===== config.mk =====
export PLATFORM = sky130hd
export DESIGN_NAME = des_key_sched_dec
export DESIGN_NICKNAME = d
export VERILOG_FILES = /design/src/rtl/des_key_sched_dec.sv
export SDC_FILE = /design/constraint.sdc
export NUM_CORES = 1
export LEC_CHECK = 0
export BUFFER_PORTS_ARGS = -buffer_cell sky130_fd_sc_hd__buf_2
export CAP_MARGIN = 20
export CELL_PAD_IN_SITES_DETAIL_PLACEMENT = 1
export CELL_PAD_IN_SITES_GLOBAL_PLACEMENT = 1
export CORE_MARGIN = 3
export CORE_UTILIZATION = 41
export CTS_CLUSTER_SIZE = 8
export DETAILED_ROUTE_END_ITERATION = 12
export GPL_ROUTABILITY_DRIVEN = 0
export HOLD_SLACK_MARGIN = 0.03
export PLACE_DENSITY_LB_ADDON = 0.1
export SLEW_MARGIN = 20
export SYNTH_ARGS = -nofsm -noshare
export SYNTH_HDL_FRONTEND = slang
export SYNTH_SLANG_ARGS = --single-unit

===== constraint.sdc =====
create_clock -name clk -period 6.03 [get_ports clk]
set_input_delay 0.9045 -clock clk [delete_from_list [all_inputs] [get_ports clk]]
set_output_delay 0.9045 -clock clk [all_outputs]
set_load 0.005 [all_outputs]

===== src/rtl/des_key_sched_dec.sv =====
// DES key schedule delivering round subkeys K16..K1 for decryption, one per transfer.
// Optional DES_KS_BIDIR_EN adds a decrypt input; decrypt=0 selects encryption order K1..K16.
module des_key_sched_dec (
   input  logic        clk,
   input  logic        n_rst,
   input  logic [63:0] key_in,
   input  logic        key_valid,
   output logic        key_ready,
   output logic [47:0] subkey,
   output logic        subkey_valid,
   input  logic        subkey_req,
   output logic [3:0]  round,
   output logic        done
`ifdef DES_KS_BIDIR_EN
   ,
   input  logic        decrypt
`endif
);

   typedef enum logic [1:0] {IDLE, ACTIVE, DONE} state_t;

   // Table entries are 1-based DES bit numbers, bit 1 being the MSB.
   localparam int PC1_TBL [56] = '{
      57, 49, 41, 33, 25, 17,  9,
       1, 58, 50, 42, 34, 26, 18,
      10,  2, 59, 51, 43, 35, 27,
      19, 11,  3, 60, 52, 44, 36,
      63, 55, 47, 39, 31, 23, 15,
       7, 62, 54, 46, 38, 30, 22,
      14,  6, 61, 53, 45, 37, 29,
      21, 13,  5, 28, 20, 12,  4
   };

   localparam int PC2_TBL [48] = '{
      14, 17, 11, 24,  1,  5,
       3, 28, 15,  6, 21, 10,
      23, 19, 12,  4, 26,  8,
      16,  7, 27, 20, 13,  2,
      41, 52, 31, 37, 47, 55,
      30, 40, 51, 45, 33, 48,
      44, 49, 39, 56, 34, 53,
      46, 42, 50, 36, 29, 32
   };

   function automatic logic [55:0] pc1(input logic [63:0] k);
      logic [55:0] r;
      r = '0;
      for (int i = 0; i < 56; i++) begin
         r[55-i] = k[6'(64 - PC1_TBL[i])];
      end
      return r;
   endfunction

   function automatic logic [47:0] pc2(input logic [55:0] cd);
      logic [47:0] r;
      r = '0;
      for (int i = 0; i < 48; i++) begin
         r[47-i] = cd[6'(56 - PC2_TBL[i])];
      end
      return r;
   endfunction

   // Shift amount for DES round k (1..16) is 1 for rounds 1, 2, 9, 16 and 2 otherwise.
   function automatic logic shift_is_two(input logic [4:0] k);
      return !(k == 5'd1 || k == 5'd2 || k == 5'd9 || k == 5'd16);
   endfunction

   function automatic logic [27:0] rol28(input logic [27:0] x, input logic two);
      return two ? {x[25:0], x[27:26]} : {x[26:0], x[27]};
   endfunction

   function automatic logic [27:0] ror28(input logic [27:0] x, input logic two);
      return two ? {x[1:0], x[27:2]} : {x[0], x[27:1]};
   endfunction

   state_t      state_q, state_d;
   logic [27:0] c_q, c_d;
   logic [27:0] d_q, d_d;
   logic [3:0]  round_q, round_d;
   logic        enc_mode;
   logic        last_xfer;
   logic        xfer;
   logic [55:0] cd_load;

`ifdef DES_KS_BIDIR_EN
   logic enc_q, enc_d;

   always_ff @(posedge clk or negedge n_rst) begin
      if (!n_rst) begin
         enc_q <= 1'b0;
      end else begin
         enc_q <= enc_d;
      end
   end

   always_comb begin
      enc_d = enc_q;
      if (state_q == IDLE && key_valid) begin
         enc_d = !decrypt;
      end
   end

   assign enc_mode = enc_q;
`else
   assign enc_mode = 1'b0;
`endif

   assign xfer      = (state_q == ACTIVE) && subkey_req;
   assign last_xfer = enc_mode ? (round_q == 4'd15) : (round_q == 4'd0);
   assign cd_load   = pc1(key_in);

   always_ff @(posedge clk or negedge n_rst) begin
      if (!n_rst) begin
         state_q <= IDLE;
      end else begin
         state_q <= state_d;
      end
   end

   always_comb begin
      state_d = state_q;
      case (state_q)
         IDLE:    if (key_valid) state_d = ACTIVE;
         ACTIVE:  if (xfer && last_xfer) state_d = DONE;
         DONE:    state_d = IDLE;
         default: state_d = IDLE;
      endcase
   end

   always_ff @(posedge clk or negedge n_rst) begin
      if (!n_rst) begin
         c_q     <= '0;
         d_q     <= '0;
         round_q <= '0;
      end else begin
         c_q     <= c_d;
         d_q     <= d_d;
         round_q <= round_d;
      end
   end

   // Decrypt starts from C0/D0, which equal C16/D16 since the shifts total 28.
   always_comb begin
      c_d     = c_q;
      d_d     = d_q;
      round_d = round_q;
      if (state_q == IDLE && key_valid) begin
`ifdef DES_KS_BIDIR_EN
         if (!decrypt) begin
            c_d     = rol28(cd_load[55:28], shift_is_two(5'd1));
            d_d     = rol28(cd_load[27:0], shift_is_two(5'd1));
            round_d = 4'd0;
         end else begin
            c_d     = cd_load[55:28];
            d_d     = cd_load[27:0];
            round_d = 4'd15;
         end
`else
         c_d     = cd_load[55:28];
         d_d     = cd_load[27:0];
         round_d = 4'd15;
`endif
      end else if (xfer && !last_xfer) begin
         if (enc_mode) begin
            c_d     = rol28(c_q, shift_is_two({1'b0, round_q} + 5'd2));
            d_d     = rol28(d_q, shift_is_two({1'b0, round_q} + 5'd2));
            round_d = round_q + 4'd1;
         end else begin
            c_d     = ror28(c_q, shift_is_two({1'b0, round_q} + 5'd1));
            d_d     = ror28(d_q, shift_is_two({1'b0, round_q} + 5'd1));
            round_d = round_q - 4'd1;
         end
      end else if (state_q == DONE) begin
         round_d = 4'd0;
      end
   end

   always_comb begin
      key_ready    = (state_q == IDLE);
      subkey_valid = (state_q == ACTIVE);
      done         = (state_q == DONE);
      subkey       = '0;
      round        = '0;
      if (state_q == ACTIVE) begin
         subkey = pc2({c_q, d_q});
         round  = round_q;
      end
   end

endmodule


== Yosys cells after proc, flatten, opt, wreduce, memory -nomap -nowiden ==
Cells that the tools add are included.

* $add $sub $neg: 2
* Reduce and logical (&&, ||, !) cells: 13
* Equality and inequality tests: 8
* Multiplexer cells: 14

{| class="wikitable"
|+ Operators by type and width
! kind !! number
|-
| $mux W28 || 6
|-
| $mux W48 || 1
|-
| $mux W4 || 4
|-
| $add A4 B1 Y5 const B || 1
|-
| $eq A5 B1 Y1 const B || 1
|-
| $eq A5 B2 Y1 const B || 1
|-
| $eq A5 B4 Y1 const B || 1
|-
| $eq A5 B5 Y1 const B || 1
|-
| $logic_and A1 B1 Y1 || 4
|-
| $logic_not A4 Y1 || 1
|-
| $mux W2 || 2
|-
| $pmux W2 S2 || 1
|-
| $sub A4 B1 Y4 const B || 1
|-
| $logic_or A1 B1 Y1 || 3
|-
| $reduce_bool A3 Y1 || 1
|-
| $eq A2 B1 Y1 const B || 1
|-
| $eq A2 B2 Y1 const B || 1
|-
| $logic_not A2 Y1 || 1
|-
| $ne A2 B1 Y1 const B || 1
|-
| $ne A2 B2 Y1 const B || 1
|-
| $reduce_and A2 Y1 || 1
|-
| $reduce_bool A2 Y1 || 1
|-
| $logic_not A1 Y1 || 1
|}

* Output and inout port bits: 55
* Input bits: 68
* Logic and storage cells: 41
* Register bits after elaboration: 62

== Depth between registers and ports, before layout ==
Gate-level depths: netlist of the first run.

* Depth in word-level cells: 8
* Depth in mapped cells: 10
* Mapped depth without buffers: 7

== Least setup slack after synthesis of the first run ==
OpenSTA, ideal clock, no wires.

* Kind: register -> register
* From: reg round_q[0]
* To: reg c_q[17]
* Period minus slack after synthesis: 2.274 ns
* Setup time: 0.132 ns
* Data required time: 5.898 ns
* Path buffers: 3
* Path slack: 3.756 ns
* Arrival: 2.142 ns
* Cell stages (with the launch flop): 11
* Cell sequence: dfrtp_1 > inv_1 > ha_1 > or3b_1 > and3_1 > buf_6 > and3_1 > buf_6 > buf_6 > a221oi_2 > o21ai_1

* Longest elaborated chain between the ends: 8
* Elaborated cells between the ends (all ways): 15
* Classes of those cells: add/sub: 1; eq/ne: 4; mux: 3; reduce/logical: 7

{| class="wikitable"
|+ Ends and longest elaborated chain
! element !! RTL line !! text
|-
| start: declaration || 79 || <nowiki>logic [3:0] round_q, round_d;</nowiki>
|-
| start signal: assignment || 138 || <nowiki>round_q <= round_d;</nowiki>
|-
| $add A4 B1 Y5 || 169 || <nowiki>c_d = ror28(c_q, shift_is_two({1'b0, round_q} + 5'd1));</nowiki>
|-
| $eq A5 B1 Y1 or $eq A5 B2 Y1 (tied branches) || 65 || <nowiki>return !(k == 5'd1 || k == 5'd2 || k == 5'd9 || k == 5'd16);</nowiki>
|-
| $logic_or A1 B1 Y1 (3 in series) || 65 ||
|-
| $mux W28 || 73 || <nowiki>return two ? {x[1:0], x[27:2]} : {x[0], x[27:1]};</nowiki>
|-
| $mux W28 || 163 || <nowiki>end else if (xfer && !last_xfer) begin</nowiki>
|-
| $mux W28 || 147 || <nowiki>if (state_q == IDLE && key_valid) begin</nowiki>
|-
| end signal: assignment || 132 || <nowiki>c_q <= '0;</nowiki>
|-
| end signal: assignment || 136 || <nowiki>c_q <= c_d;</nowiki>
|-
| end: declaration || 77 || <nowiki>logic [27:0] c_q, c_d;</nowiki>
|}

Several ways; a longest one is shown, not always the timed one. The select of a mux whose other input is x is not followed.
A chain may end at the register's enable or synchronous reset.

== Worst setup path after layout of the first run ==
Same ends and word-level chain as after synthesis.

==> impl_metrics.json, run 1 <==
{
  "synth_compound_area_share_pct": 27.7,
  "crit_slowest_cell": "and3_1",
  "grt_pass1_wl_um": 17400,
  "numCtsBuffers": 9,
  "fin_tns_setup_ps": 0,
  "crit_required_ps": 6270,
  "track_usage_pct": 21.4,
  "io_pins": 123,
  "initial_utilization_pct": 42.4,
  "timing.rr.start": "round_q[0]",
  "worstSetupPathDepth": 9,
  "clock-sinks": 62,
  "final_common_cell": "buf_2",
  "post_cts_resized": 0,
  "syn_avg_cell_area_um2": 9.43,
  "grt_setup_unrepaired": "no",
  "ys_top_cells_by_area": "dfrtp_1 (42%), a221oi_2 (8.0%), a32oi_1 (6.6%)",
  "areaGrowthSynthToFinish_pct": 12.3,
  "tightestPinTransition_ps": 984,
  "via_count": 3272,
  "grt_antenna_before_repair": 0,
  "startpoint": "round_q[0]",
  "holdBufCountCts": 0,
  "critPathMaxStageDelay_ps": 610,
  "p_leak_nw": 2.06,
  "io_buffers": 65,
  "seq_area_frac_synth_pct": 41.5,
  "whs_ps": 506,
  "clock.fmax_mhz": 292,
  "vdd_drop_max_v": 0.000187,
  "place_ws_ps": 2620,
  "cts-root-buf": "clkbuf_8",
  "crit_path_end_kind": "register",
  "synthSimpleGateAreaFrac_pct": 19.6,
  "grt_overflow": 0,
  "dieHeight_um": 101,
  "grt_max_degree": 63,
  "synth_seq_cells": 62,
  "synthCells": 396,
  "synthMuxAreaShare_pct": 0,
  "place_hpwl_um": 6730,
  "setup_ws_ps": 2600,
  "reg2reg_to": "c_q[17]",
  "synth-xor-area-share_pct": 0,
  "cts_buffer_depth": 2,
  "period_minus_slack_ps": 3430,
  "path_cells": "inv_1, ha_1, or3b_1, and3_1, buf_4, and3_1, buf_4, a221oi_2, o21ai_1",
  "crit_end": "c_q[17]",
  "dieArea_um2": 10300,
  "synth_top_family_by_area": "compound AO/OA/AOI/OAI gates",
  "startpoint_type": "register",
  "synth_cell_type_count": 29,
  "hold_viol_final": 0,
  "viasPerCell": 5.94,
  "cpLargestDelayFamily": "simple AND/OR/NAND/NOR gates",
  "synth_area_um2": 3740,
  "drive_gt1_share_pct": 24.8,
  "diodes": 0,
  "synth_top_area_share_pct": 41.5,
  "path_max_fanout": 23,
  "crit_type": "register to register",
  "post_cts_buffers": 0,
  "maxCapViolations": 0,
  "drt-total-wl_um": 10700,
  "slew_headroom_pct": 34.4,
  "slew_violations": 0,
  "cp.buffers_inverters": 3,
  "synth_fa_ha_area_share_pct": 1.67,
  "dpl.cell_count": 536,
  "reg2regPathDepth": 9,
  "clk_latency_ps": 340,
  "finalSetupViolations": 0,
  "cts-htree-levels": 3,
  "worstPathArrival_ps": 3670,
  "post_drt_wl_per_cell_um": 19.4,
  "core_um2": 8810,
  "final_cells": 551,
  "grt_pass1_vias": 3214,
  "yosys_warnings": 0,
  "tritoncts": "built",
  "finalCritPeriodShare_pct": 56.8,
  "fin_nets": 512,
  "synth_area_leader_cell": "dfrtp_1",
  "outcome": "finished, final reports clean",
  "power.density_nw_per_um2": 529,
  "rrSetupSlack_ps": 2600,
  "drcViolationCount": 0,
  "skew_ps": 12.9,
  "drtIter0Drc": 176,
  "final_cell_mix": "buf_2 (65), nand2_1 (63), dfrtp_1 (62)",
  "holdCritPathClass": "register to register",
  "final_util_pct": 47.7,
  "hold_depth": 2,
  "dr.pass1.iters": 4,
  "fp.dieW_um": 101,
  "rows": 34,
  "path_clk_slew_ps": 70,
  "postRouteAntennaNets": 0
}
-- worst min-delay path by stage --
stage / from / end / slack, ps
detailed placement: c_q[16] / c_q[14] / 490
global placement: c_q[16] / c_q[14] / 480
finish: c_q[16] / c_q[14] / 510
CTS: c_q[16] / c_q[14] / 500
floorplan: c_q[16] / c_q[14] / 460
global route: c_q[6] / c_q[4] / 540
-- layer usage --
metal | GRT usage, % | vias to the layer above | wire, um
met5 | 0 | - | 0
met4 | 4.19 | 0 | 60
met3 | 4.13 | 5 | 406
met2 | 34.6 | 69 | 5170
met1 | 30.2 | 1685 | 5060
li1 | - | 1513 | -
-- flip-flops by register name (all words and copies together) (netlist names) --
register / count
d_q: 28
c_q: 28
round_q: 4
state_q: 2
-- worst reg2reg max path, delay by kind of cell (launching register included) --
family | cells | cell delay (ps)
adder cells (fa/ha/maj) | 1 | 250
AO/OA/AOI/OAI | 2 | 250
flip-flops | 1 | 510
buffers and inverters | 3 | 930
AND/OR/NAND/NOR | 3 | 1380
-- per-stage QoR --
step	cell area [um^2]	power (mW)
detailed placement	4000	1.88
global route	4200	2.42
global placement	3990	1.83
floorplan	3810	1.54
CTS	4190	2.24
finish	4200	2.22
-- report_power, final --
group          switching, mW  internal [mW]  leakage (nW)
clock network          0.160          0.193        0.0958
registers              0.204          0.582         0.801
logic                  0.657          0.423          1.17
-- cells by family after synthesis --
family	after synthesis
flops	62
simple gates	144
other cells	1
compound gates	122
fa+ha+maj	5
buf+inv	62
-- area by class of cell --
class                           count  area, um^2
Fill cell                        1039        4610
Multi-Input combinational cell    292        1940
Sequential cell                    62        1550
Timing Repair Buffer               71         370
Clock buffer                       15         186
Tap cell                          108         135
Inverter                            3        11.3
-- cell usage after synthesis, drive strengths merged --
cell type,count
nand2,64
dfrtp,62
and2,33
o21ai,32
and3,31
buf,31
a221oi,29
a22oi,28
a32oi,28
clkbuf,28
nor2,6
ha,5
o211ai,4
inv,3
nor2b,3
nand3,2
and4,1
conb,1
nor3,1
nor3b,1
o211a,1
or3,1
or3b,1
Note: power is estimated with default switching activity, not from simulation.
==> inputs of run 2 (changes only) <==
- ABC_AREA: unset -> 1
- CORE_UTILIZATION: 41 -> 32
- clock period: 6.03 -> 2.9 ns (I/O delays scaled with it)
==> impl_metrics.json, run 2 <==
{
  "dieHeight_um": 118,
  "final_cells": 815,
  "p_leak_nw": 2.62,
  "slew_violations": 0,
  "synth_edf_count": 0,
  "diodes": 0,
  "drcViolationCount": 0,
  "path_cells": "inv_1, ha_1, inv_1, nand2_1, nand2_1, nand2_1, nand2_1, inv_2, buf_4, nand3_1, nand3_1, nand2_1",
  "yosys_most_used_dff": "dfrtp_1",
  "place_hpwl_um": 7310,
  "dr.pass1.iters": 4,
  "drt-total-wl_um": 11300,
  "cts-root-buf": "clkbuf_16",
  "io_pins": 123,
  "swShare_pct": 48.4,
  "whs_ps": 143,
  "synth_cell_type_count": 20,
  "synth_area_um2": 4010,
  "clock-sinks": 62,
  "crit_type": "register to register",
  "io_buffers": 65,
  "track_usage_pct": 17.0,
  "grt_pass1_vias": 4024,
  "ys_top_cells_by_area": "dfrtp_1 (39%), nand2_1 (17%), nand3_1 (14%)",
  "p_seq_share_pct": 24.5,
  "synth_seq_cells": 62,
  "synth.most_common_cell": "nand2_1",
  "worstPathArrival_ps": 2550,
  "crit_slowest_cell": "dfrtp_1",
  "syn_avg_cell_area_um2": 6.76,
  "holdBufCountCts": 0,
  "crit_required_ps": 3120,
  "fp.dieW_um": 118,
  "yosys_warnings": 0,
  "dpl.cell_count": 799,
  "path_common_cell": "nand2_1",
  "skew_ps": 3.72,
  "p_int_mw": 3.07,
  "rows": 40,
  "power.density_nw_per_um2": 1290,
  "drtIter0Drc": 153,
  "period_minus_slack_ps": 2340,
  "cp.buffers_inverters": 4,
  "fin_nets": 715,
  "clock_power_share_pct": 18.6,
  "power.total_mw": 5.96,
  "post_drt_wl_per_cell_um": 13.9,
  "maxCapViolations": 0,
  "outcome": "finished, final reports clean",
  "grt_pass1_wl_um": 19500,
  "via_count": 3781,
  "fin_tns_setup_ps": 0,
  "cpLargestDelayFamily": "buffers and inverters",
  "crit_path_end_kind": "register",
  "postRouteAntennaNets": 0,
  "startpoint_type": "register",
  "synthCells": 593,
  "multi_input_area_um2": 1780,
  "cts-htree-levels": 3,
  "grt_antenna_before_repair": 0,
  "path_max_fanout": 30,
  "grt_setup_unrepaired": "no",
  "post_cts_resized": 0,
  "synth_top_area_share_pct": 38.7,
  "post_cts_buffers": 0,
  "clk_latency_ps": 330,
  "slew_headroom_pct": 54.7,
  "initial_utilization_pct": 33.1,
  "viasPerCell": 4.64,
  "fillCellCount": 1629,
  "final_cell_mix": "nand2_1 (181), nand3_1 (115), inv_1 (89)",
  "async_flop_share_pct": 100,
  "final_common_cell": "nand2_1",
  "drive_gt1_share_pct": 15.8,
  "regArea_um2": 1550,
  "seq_area_frac_synth_pct": 38.7,
  "grt_overflow": 0,
  "core_um2": 12100,
  "cts_buffer_depth": 2,
  "tightestPinTransition_ps": 679,
  "clock.fmax_mhz": 428,
  "areaGrowthSynthToFinish_pct": 15.0,
  "holdCritPathClass": "input port to async pin",
  "power.switching_mw": 2.89,
  "grt_max_degree": 57,
  "path_clk_slew_ps": 50,
  "finalCritPeriodShare_pct": 80.6,
  "synth_area_leader_cell": "dfrtp_1",
  "hold_viol_final": 0,
  "critPathMaxStageDelay_ps": 470,
  "vdd_drop_max_v": 0.000492,
  "finalSetupViolations": 0,
  "numCtsBuffers": 9,
  "p_comb_share_pct": 57.0,
  "top_regs": "c_q (28), d_q (28), round_q (4)",
  "tritoncts": "built",
  "yosys-top-cells-count": "nand2_1 (182), nand3_1 (115), inv_1 (89), dfrtp_1 (62), nor2_1 (36)",
  "dieArea_um2": 13900
}
[run 2: cell types whose count changed after synthesis, sizes merged, moves of 28 or more]
cell,before,now
a221oi,29,0
a22oi,28,0
a32oi,28,0
and2,33,0
and3,31,0
inv,3,96
nand2,64,186
nand3,2,117
nor2,6,36
[run 2: per-layer routing]
layer / vias to the layer above / GRT usage (%) / routed length (um)
met1: 1827 / 22.2 / 5510
met5: - / 0 / 0
li1: 1872 / - / -
met2: 70 / 28.4 / 5250
met4: 0 / 6.30 / 202
met3: 12 / 2.74 / 363
[run 2: cell families after synthesis]
kind of cell / synth area share [%]
fa+ha+maj: 1.56
xor+xnor: 0.437
other cells: 0.0936
flops: 38.7
buf+inv: 18.7
simple gates: 36.1
compound gates: 4.37
[run 2: power groups by stage]
stage / clock network [mW] / logic, mW / registers (mW)
floorplan: 0 / 2.72 / 1.43
global placement: 0 / 3.37 / 1.46
detailed placement: 0 / 3.44 / 1.47
CTS: 1.14 / 3.47 / 1.46
global route: 1.18 / 3.99 / 1.51
finish: 1.11 / 3.39 / 1.46
[run 2: layout make-up]
class,instances,area share (%)
flip-flops and latches,62,33.7
inverters,96,7.88
repair buffers,73,8.64
well taps,168,4.56
clock inverters,4,0.978
clock buffers,12,5.57
multi-input cells,400,38.7
[run 2: path summary, 6_finish.rpt]
kind                            start         end  slack [ps]  cells past startpoint
setup / recovery           round_q[0]      d_q[1]         560                     12
hold / removal                  n_rst      c_q[9]         140                      1
setup reg to reg           round_q[0]      d_q[1]         560                     12
hold reg to reg                d_q[5]      d_q[5]         480                      2
max in group asynchronous       n_rst     d_q[20]        2120                      2
min in group clk           subkey_req  state_q[1]         370                      3
[run 2: per-stage QoR]
step           area (um^2)  setup WS [ps]  util (%)
6_report              4610            563      38.0
3_5_place_dp          4310            577      35.5
2_1_floorplan         4080           1310         -
5_1_grt               4610            331      38.0
4_1_cts               4610            551      38.0
3_3_place_gp          4310            625      35.5
